### config.mk
export PLATFORM = sky130hd
export DESIGN_NAME = pipe_stage_reg
export DESIGN_NICKNAME = d
export VERILOG_FILES = /design/src/rtl/pipe_pkg.sv /design/src/rtl/sat_counter.sv /design/src/rtl/pipe_stage_reg.sv
export SDC_FILE = /design/constraint.sdc
export NUM_CORES = 1
export LEC_CHECK = 0
export BUFFER_PORTS_ARGS = -buffer_cell sky130_fd_sc_hd__clkbuf_2
export CORE_MARGIN = 1
export CORE_UTILIZATION = 40
export DETAILED_ROUTE_END_ITERATION = 8
export MAX_ROUTING_LAYER = met4
export PLACE_DENSITY = 0.8
export SYNTH_ARGS = -nofsm -noshare
export SYNTH_HDL_FRONTEND = slang
export SYNTH_SLANG_ARGS = --single-unit
### constraint.sdc
create_clock -name clk -period 4.8 [get_ports clk]
set_clock_uncertainty 0.05 [all_clocks]
set_input_delay 0.72 -clock clk [delete_from_list [all_inputs] [get_ports clk]]
set_output_delay 0.72 -clock clk [all_outputs]
set_load 0.1 [all_outputs]
### src/rtl/pipe_pkg.sv
`default_nettype none
// +--------------------------------------------------------------------+
// | pipe_pkg : shared widths and per-stage control vectors             |
// | Rev 1.0                                                            |
// +--------------------------------------------------------------------+
package pipe_pkg;

  localparam int PIPE_CTRL_W = 16;
  localparam int PIPE_DATA_W = 128;
  localparam int PIPE_CNT_W  = 16;

  // Each stage view is padded to exactly PIPE_CTRL_W bits so any of them fits the generic vector.
  typedef struct packed {
    logic [14:0] rsvd;
    logic        pred_taken;
  } if_id_ctrl_t;

  typedef struct packed {
    logic [3:0] alu_op;
    logic       alu_src;
    logic       mem_rd;
    logic       mem_wr;
    logic       reg_wr;
    logic       mem_to_reg;
    logic       branch;
    logic       jump;
    logic [4:0] rsvd;
  } id_ex_ctrl_t;

  typedef struct packed {
    logic       mem_rd;
    logic       mem_wr;
    logic       reg_wr;
    logic       mem_to_reg;
    logic [2:0] mem_size;
    logic [8:0] rsvd;
  } ex_mem_ctrl_t;

  typedef struct packed {
    logic        reg_wr;
    logic        mem_to_reg;
    logic [13:0] rsvd;
  } mem_wb_ctrl_t;

endpackage
`default_nettype wire

### src/rtl/sat_counter.sv
`default_nettype none
// +--------------------------------------------------------------------+
// | sat_counter : saturating up-counter with synchronous clear         |
// | Rev 1.0                                                            |
// +--------------------------------------------------------------------+
module sat_counter #(
  parameter int WIDTH = 16
) (
  input  logic             clk,
  input  logic             rst,
  input  logic             clr_i,
  input  logic             inc_i,
  output logic [WIDTH-1:0] count_o
);

  logic [WIDTH-1:0] count_q;

  always_ff @(posedge clk) begin
    if (rst || clr_i) begin
      count_q <= '0;
    end else if (inc_i && (count_q != {WIDTH{1'b1}})) begin
      count_q <= count_q + 1'b1;
    end
  end

  assign count_o = count_q;

endmodule
`default_nettype wire

### src/rtl/pipe_stage_reg.sv
`default_nettype none
// +--------------------------------------------------------------------+
// | pipe_stage_reg : generic pipeline stage register, valid/ready,     |
// |   stall/flush, perf counters. PIPE_SKID_EN adds a skid entry.      |
// | Rev 1.0                                                            |
// +--------------------------------------------------------------------+
module pipe_stage_reg
  import pipe_pkg::*;
#(
  parameter int CTRL_W     = PIPE_CTRL_W,
  parameter int DATA_W     = PIPE_DATA_W,
  parameter int CNT_W      = PIPE_CNT_W,
  parameter bit CLEAR_DATA = 1'b1
) (
  input  logic              clk,
  input  logic              rst,
  input  logic              flush,
  input  logic              stall,
  input  logic              cnt_clr,
  input  logic              in_valid,
  output logic              in_ready,
  input  logic [CTRL_W-1:0] in_ctrl,
  input  logic [DATA_W-1:0] in_data,
  output logic              out_valid,
  input  logic              out_ready,
  output logic [CTRL_W-1:0] out_ctrl,
  output logic [DATA_W-1:0] out_data,
  output logic [1:0]        occupancy,
  output logic [CNT_W-1:0]  stall_cnt,
  output logic [CNT_W-1:0]  bubble_cnt
);

  logic              main_valid_q, main_valid_d;
  logic [CTRL_W-1:0] main_ctrl_q,  main_ctrl_d;
  logic [DATA_W-1:0] main_data_q,  main_data_d;
  logic              w_accept, w_pop, w_out_valid, w_in_ready;

  // A flushed or reset entry is never offered downstream, even in its final cycle.
  assign w_out_valid = main_valid_q & ~stall & ~flush & ~rst;
  assign w_pop       = w_out_valid & out_ready;
  assign w_accept    = in_valid & w_in_ready;

`ifdef PIPE_SKID_EN
  logic              skid_valid_q, skid_valid_d;
  logic [CTRL_W-1:0] skid_ctrl_q,  skid_ctrl_d;
  logic [DATA_W-1:0] skid_data_q,  skid_data_d;

  assign w_in_ready = ~rst & ~stall & ~flush & ~skid_valid_q;
  assign occupancy  = {1'b0, main_valid_q} + {1'b0, skid_valid_q};
`else
  assign w_in_ready = ~rst & ~stall & ~flush & (~main_valid_q | out_ready);
  assign occupancy  = {1'b0, main_valid_q};
`endif

  always_comb begin
    main_valid_d = main_valid_q;
    main_ctrl_d  = main_ctrl_q;
    main_data_d  = main_data_q;
`ifdef PIPE_SKID_EN
    skid_valid_d = skid_valid_q;
    skid_ctrl_d  = skid_ctrl_q;
    skid_data_d  = skid_data_q;
`endif
    if (flush) begin
      main_valid_d = 1'b0;
      main_ctrl_d  = '0;
      if (CLEAR_DATA) main_data_d = '0;
`ifdef PIPE_SKID_EN
      skid_valid_d = 1'b0;
      skid_ctrl_d  = '0;
      if (CLEAR_DATA) skid_data_d = '0;
`endif
    end else if (!stall) begin
`ifdef PIPE_SKID_EN
      if (skid_valid_q) begin
        if (w_pop) begin
          main_valid_d = 1'b1;
          main_ctrl_d  = skid_ctrl_q;
          main_data_d  = skid_data_q;
          skid_valid_d = 1'b0;
          skid_ctrl_d  = '0;
        end
      end else if (main_valid_q && !w_pop) begin
        if (w_accept) begin
          skid_valid_d = 1'b1;
          skid_ctrl_d  = in_ctrl;
          skid_data_d  = in_data;
        end
      end else if (w_accept) begin
        main_valid_d = 1'b1;
        main_ctrl_d  = in_ctrl;
        main_data_d  = in_data;
      end else if (w_pop) begin
        main_valid_d = 1'b0;
        main_ctrl_d  = '0;
      end
`else
      if (w_accept) begin
        main_valid_d = 1'b1;
        main_ctrl_d  = in_ctrl;
        main_data_d  = in_data;
      end else if (w_pop) begin
        main_valid_d = 1'b0;
        main_ctrl_d  = '0;
      end
`endif
    end
  end

  always_ff @(posedge clk) begin
    if (rst) begin
      main_valid_q <= 1'b0;
      main_ctrl_q  <= '0;
      main_data_q  <= '0;
`ifdef PIPE_SKID_EN
      skid_valid_q <= 1'b0;
      skid_ctrl_q  <= '0;
      skid_data_q  <= '0;
`endif
    end else begin
      main_valid_q <= main_valid_d;
      main_ctrl_q  <= main_ctrl_d;
      main_data_q  <= main_data_d;
`ifdef PIPE_SKID_EN
      skid_valid_q <= skid_valid_d;
      skid_ctrl_q  <= skid_ctrl_d;
      skid_data_q  <= skid_data_d;
`endif
    end
  end

  assign in_ready  = w_in_ready;
  assign out_valid = w_out_valid;
  assign out_ctrl  = w_out_valid ? main_ctrl_q : '0;
  assign out_data  = main_data_q;

  logic w_stall_inc, w_bubble_inc;
  assign w_stall_inc  = stall & ~rst;
  assign w_bubble_inc = ~main_valid_q & out_ready & ~stall & ~flush;

  sat_counter #(.WIDTH(CNT_W)) u_stall_cnt (
    .clk     (clk),
    .rst     (rst),
    .clr_i   (cnt_clr),
    .inc_i   (w_stall_inc),
    .count_o (stall_cnt)
  );

  sat_counter #(.WIDTH(CNT_W)) u_bubble_cnt (
    .clk     (clk),
    .rst     (rst),
    .clr_i   (cnt_clr),
    .inc_i   (w_bubble_inc),
    .count_o (bubble_cnt)
  );

endmodule
`default_nettype wire

Word-level counts from Yosys, hierarchy flattened:

Index checks and enable logic that the tools add are counted.

* $add $sub $neg: 2
* equal/unequal tests: 2
* multiplexer cells: 5
* bitwise gates (word level): 17
* reductions and logical operators: 7

Operators with widths (number)
* 16-bit 2-to-1 mux: 3
* 16-bit by 1-bit adder with 16-bit output, second input constant: 2
* 16-bit != test, second input constant: 2
* 1-bit AND: 12
* 1-bit NOT: 4
* 2-bit AND reduction: 2
* 1-bit logical AND: 2
* 1-bit 2-to-1 mux: 2
* 2-bit nonzero test: 1
* 2-bit OR reduction: 1
* 1-bit logical OR: 1
* 1-bit OR: 1

* bits in registers: 177
* input bits: 151
* output and inout port bits: 180
* word-level logic and storage cells: 38

Longest topological paths before layout:

* depth after elaboration: 7
* depth in mapped cells: 7
* depth with buffers taken out: 5

By module:

A second synthesis with hierarchy kept.

* cells, all modules: 803
* area total of the unflattened synthesis: 7415.9 µm²

Modules (own cells, without submodules)
* pipe_stage_reg: times used 1, cells each 613, area each 5721.7 µm², seq. area each 2902.8 µm²
* sat_counter: times used 2, cells each 95, area each 847.1 µm², seq. area each 320.3 µm²

Least setup slack after synthesis:

OpenSTA, ideal clock, no wires.

* kind: input-to-output
* start point: input flush
* end point: output out_ctrl[10]
* data arrival time: 2241 ps
* data required time: 4030 ps
* slack: 1789 ps
* cell stages on the path: 4
* buffers on the path: 2
* cell sequence: nor3_1 clkbuf_1 clkbuf_1 and3_1

* word-level cells in the longest chain between the ends: 4

Ends and longest elaborated chain
* from (decl): RTL line pipe_stage_reg.sv:17 `input logic flush,`
* 1-bit NOT: RTL line pipe_stage_reg.sv:39 `assign w_out_valid = main_valid_q & ~stall & ~flush & ~rst;`
* 1-bit AND (2 in series): RTL line pipe_stage_reg.sv:39
* 16-bit 2-to-1 mux: RTL line pipe_stage_reg.sv:134 `assign out_ctrl = w_out_valid ? main_ctrl_q : '0;`
* to (decl): RTL line pipe_stage_reg.sv:26 `output logic [CTRL_W-1:0] out_ctrl,`

No other way between the ends.

Worst setup path in the final report:

* start point: register main_valid_q
* end point: register main_data_q[116], in the netlist out_data[116]

* word-level cells in the longest chain between the ends: 5

Ends and longest elaborated chain
* from (decl): RTL line pipe_stage_reg.sv:33 `logic main_valid_q, main_valid_d;`
* from (signal assigned): RTL line pipe_stage_reg.sv:121 `main_valid_q <= main_valid_d;`
* 1-bit NOT: RTL line pipe_stage_reg.sv:51 `assign w_in_ready = ~rst & ~stall & ~flush & (~main_valid_q | out_ready);`
* 1-bit OR: RTL line pipe_stage_reg.sv:51
* 1-bit AND: RTL line pipe_stage_reg.sv:51
* 1-bit AND: RTL line pipe_stage_reg.sv:41 `assign w_accept = in_valid & w_in_ready;`
* 2-bit AND reduction (no line)
* to (signal assigned): RTL line pipe_stage_reg.sv:123 `main_data_q <= main_data_d;`
* to (decl): RTL line pipe_stage_reg.sv:35 `logic [DATA_W-1:0] main_data_q, main_data_d;`

No other way between the ends.
A chain may end at the register's enable or synchronous reset.

==> flow_summary_export.csv <==
group,metric,value,unit
detailed_routing,drc,0,
detailed_routing,postRouteWirelength,20040,um
global_routing,grt_max_degree,100,
worst_setup_path,crit_arrival,3.13,ns
clock_network,cts.htree.levels,4,
synth,ys_types,45,
pwr,seqPwrFrac,0.472,
pwr,p_total,0.003145,W
global_routing,grt_overflow_total,0,
synth,async_flop_share,0,
layout,drive_gt1_frac,0.3258,
die,row_count,47,
sta,fmax,352.7,MHz
sta,finalCriticalPeriod,2.835,ns
die,start_util,0.4083,
die,core,0.01652,mm2
worst_setup_path,crit_fanout,99,
worst_setup_path,path_class,"reg -> reg",
layout,syn2layout_area_growth,35.20,%
pwr,vdd_drop_max,0.2305,mV
synth,netlist_instances,848,
clock_network,cts_resized,0,
sta,worstMarginPinSlew,1.021,ns
clock_network,clkTransAtPathRegs,0.07,ns
place,gp_congestion,0.8984,
synth,synth-simple-area-share,0.2580,
synth,syn-num-nets,1001,
synth,synthTopCellsByArea,"dfxtp_1 53%, nand2_1 15%, a21oi_1 11%",
synth,synth_top_family_by_area,"simple AND/OR/NAND/NOR gates",
clock_network,clock_latency,0.42,ns
layout,final_cell_mix,"329 x clkbuf_2, 273 x nand2_1, 177 x dfxtp_1, 143 x a21oi_1, 26 x nor2_1",
place,place_area,0.008517,mm2
global_routing,gr-usage-all-layers,0.2322,
synth,ys.flop_type,"dfxtp_1",
die,ios,331,
detailed_routing,firstDrtPassIters,5,
pwr,p_sw,0.0007692,W
pwr,pwr-share-comb,0.072,
clock_network,cts_setup_buffers,0,
detailed_routing,drt_iter0_markers,481,
worst_setup_path,cp-start-kind,"flip-flop",
clock_network,cts.sinks,177,
sta,finalCritPeriodShare,0.5906,
clock_network,clk_path_buf_depth,2,
synth,avgSynthCellArea,7.956,um2
layout,nets,1294,
die,design.die.area,0.01739,mm2
detailed_routing,drt-vias-per-instance,5.108,
worst_setup_path,end_kind,"flip-flop",
pwr,p_per_area,344.8,mW/mm2
sta,fin_ws,1.965,ns
sta,timing.slew.headroom,0.3196,
clock_network,cts_tree,"built",
synth,synth_area,0.006746,mm2
sta,hold_viol_final,0,
pwr,clockPowerShare,0.455,
place,numPortBuffers,329,
synth,synth-edff-count,0,
detailed_routing,route.vias.total,7018,
die,die_h,131.9,um
clock_network,numCtsBuffers,17,
die,die_w,131.9,um
detailed_routing,ant_nets,0,
place,dpl_worst_slack,1.908,ns
status,status,"finished clean",
layout,final_cell_area,0.009121,mm2
synth,synth_fa_ha_area_frac,0.003709,
layout,n_antenna_cell,0,
synth,synth_xor_area_frac,0,
synth,synth_top_area_share,0.5252,
worst_setup_path,rr_worst_depth,6,
synth,yosysWarnings,0,
clock_network,cts.hold.buffers_added,0,
detailed_routing,wl_per_cell,14.59,um
flow_run,drv_cap,0,
pwr,cellLeakagePower,3.803,nW
global_routing,antenna_found_initial,0,
min_path,hp-class,"reg -> reg",
global_routing,grt_pass1_wl,31530,um
worst_setup_path,cp.required,5.09,ns
synth,ys_seq_area_frac,0.5252,
sta,setup_tns,0,ns
synth,muxShareOfSynthArea,0.009088,
place,hpwl,13920,um
layout,fin_util,0.5520,
sta,setup_viol,0,
synth,synth-compound-area-share,0.1639,
sta,rsz0062_at_grt,"no",
min_path,whs_path_depth,2,
sta,slew_viol_final,0,
pwr,switching_share,0.2446,
layout,mostFrequentLayoutCell,"clkbuf_2",
global_routing,grt_pass1_vias,6429,
synth,synth_top_area_cell,"dfxtp_1",
pwr,internal-power,0.002376,W
synth,yosys_register_bits,177,
clock_network,clock-root-buffer,"clkbuf_16",
## path summary, 6_finish.rpt
kind / from / end / slack, ns
max: main_valid_q / out_data[116] / 1.97
min: out_data[10] / out_data[10] / 0.40
max reg2reg: main_valid_q / out_data[116] / 1.97
min reg2reg: out_data[10] / out_data[10] / 0.40
## layout make-up
cell class	count	area, um2
clock buffers	19	432.9
clock inverters	13	171.4
fillers	1585	7403
inverters	5	18.77
multi-input cells	604	2968
flip-flops and latches	177	3543
well taps	220	275.3
repair buffers	336	1712
## power groups by stage
| stage | combinational [W] | sequential (W) | clock, W |
|---|---|---|---|
| after floorplan | 0.0000701 | 0.00159 | 0 |
| after global placement | 0.000226 | 0.00152 | 0 |
| after detailed placement | 0.000227 | 0.00152 | 0 |
| after CTS | 0.000228 | 0.00149 | 0.00146 |
| after global routing | 0.000243 | 0.00149 | 0.00152 |
| final | 0.000228 | 0.00149 | 0.00143 |
## cell usage after synthesis (2+ instances only)
cell      count
nand2_1     273
dfxtp_1     177
a21oi_1     143
clkbuf_1     54
nor2_1       26
and3_1       23
a22oi_1      16
o21ai_0      15
nand4_1      14
nand3_1      11
nor3_1       10
or3_1        10
nor4_1        7
or4_1         7
a31oi_1       6
buf_1         5
inv_1         5
mux2i_1       5
o31ai_1       5
or2_2         3
a211oi_1      2
and2_1        2
and4_1        2
buf_4         2
ha_1          2
o211ai_1      2
o311ai_0      2
o41ai_1       2
## flip-flops by register name (all words and copies together) (netlist names)
signal,flops
main_ctrl_q,16
u_stall_cnt.count_o,16
main_valid_q,1
u_bubble_cnt.count_o,16
out_data,128
## critical path, cell delays in order (launching register included)
cell and delay [ns]:
dfxtp_1 0.75, or2b_1 0.34, nand3_4 0.09, buf_4 0.31, buf_4 0.78, nand2_1 0.13
a21oi_1 0.19
## stage by stage
stage / hold WS (ns) / cells
after global routing: 0.4239 / 1374
after floorplan: 0.4071 / 848
after detailed placement: 0.3954 / 1342
after CTS: 0.4055 / 1374
after global placement: 0.3906 / 1342
final: 0.4041 / 1374
## per-layer routing
| metal | global-route usage | up-vias | part of all wire |
|---|---|---|---|
| met4 | 0.09109 | 0 | 0.026 |
| met5 | - | - | 0 |
| met3 | 0.05575 | 36 | 0.070 |
| li1 | - | 3479 | - |
| met1 | 0.2719 | 3236 | 0.41 |
| met2 | 0.3833 | 267 | 0.50 |
## cell families after synthesis
family / count (synthesis)
adder cells (fa/ha/maj): 2
AO/OA/AOI/OAI: 199
buffers and inverters: 67
multiplexers: 6
AND/OR/NAND/NOR: 396
other: 1
flip-flops: 177
Note: power is estimated with default switching activity, not from simulation.
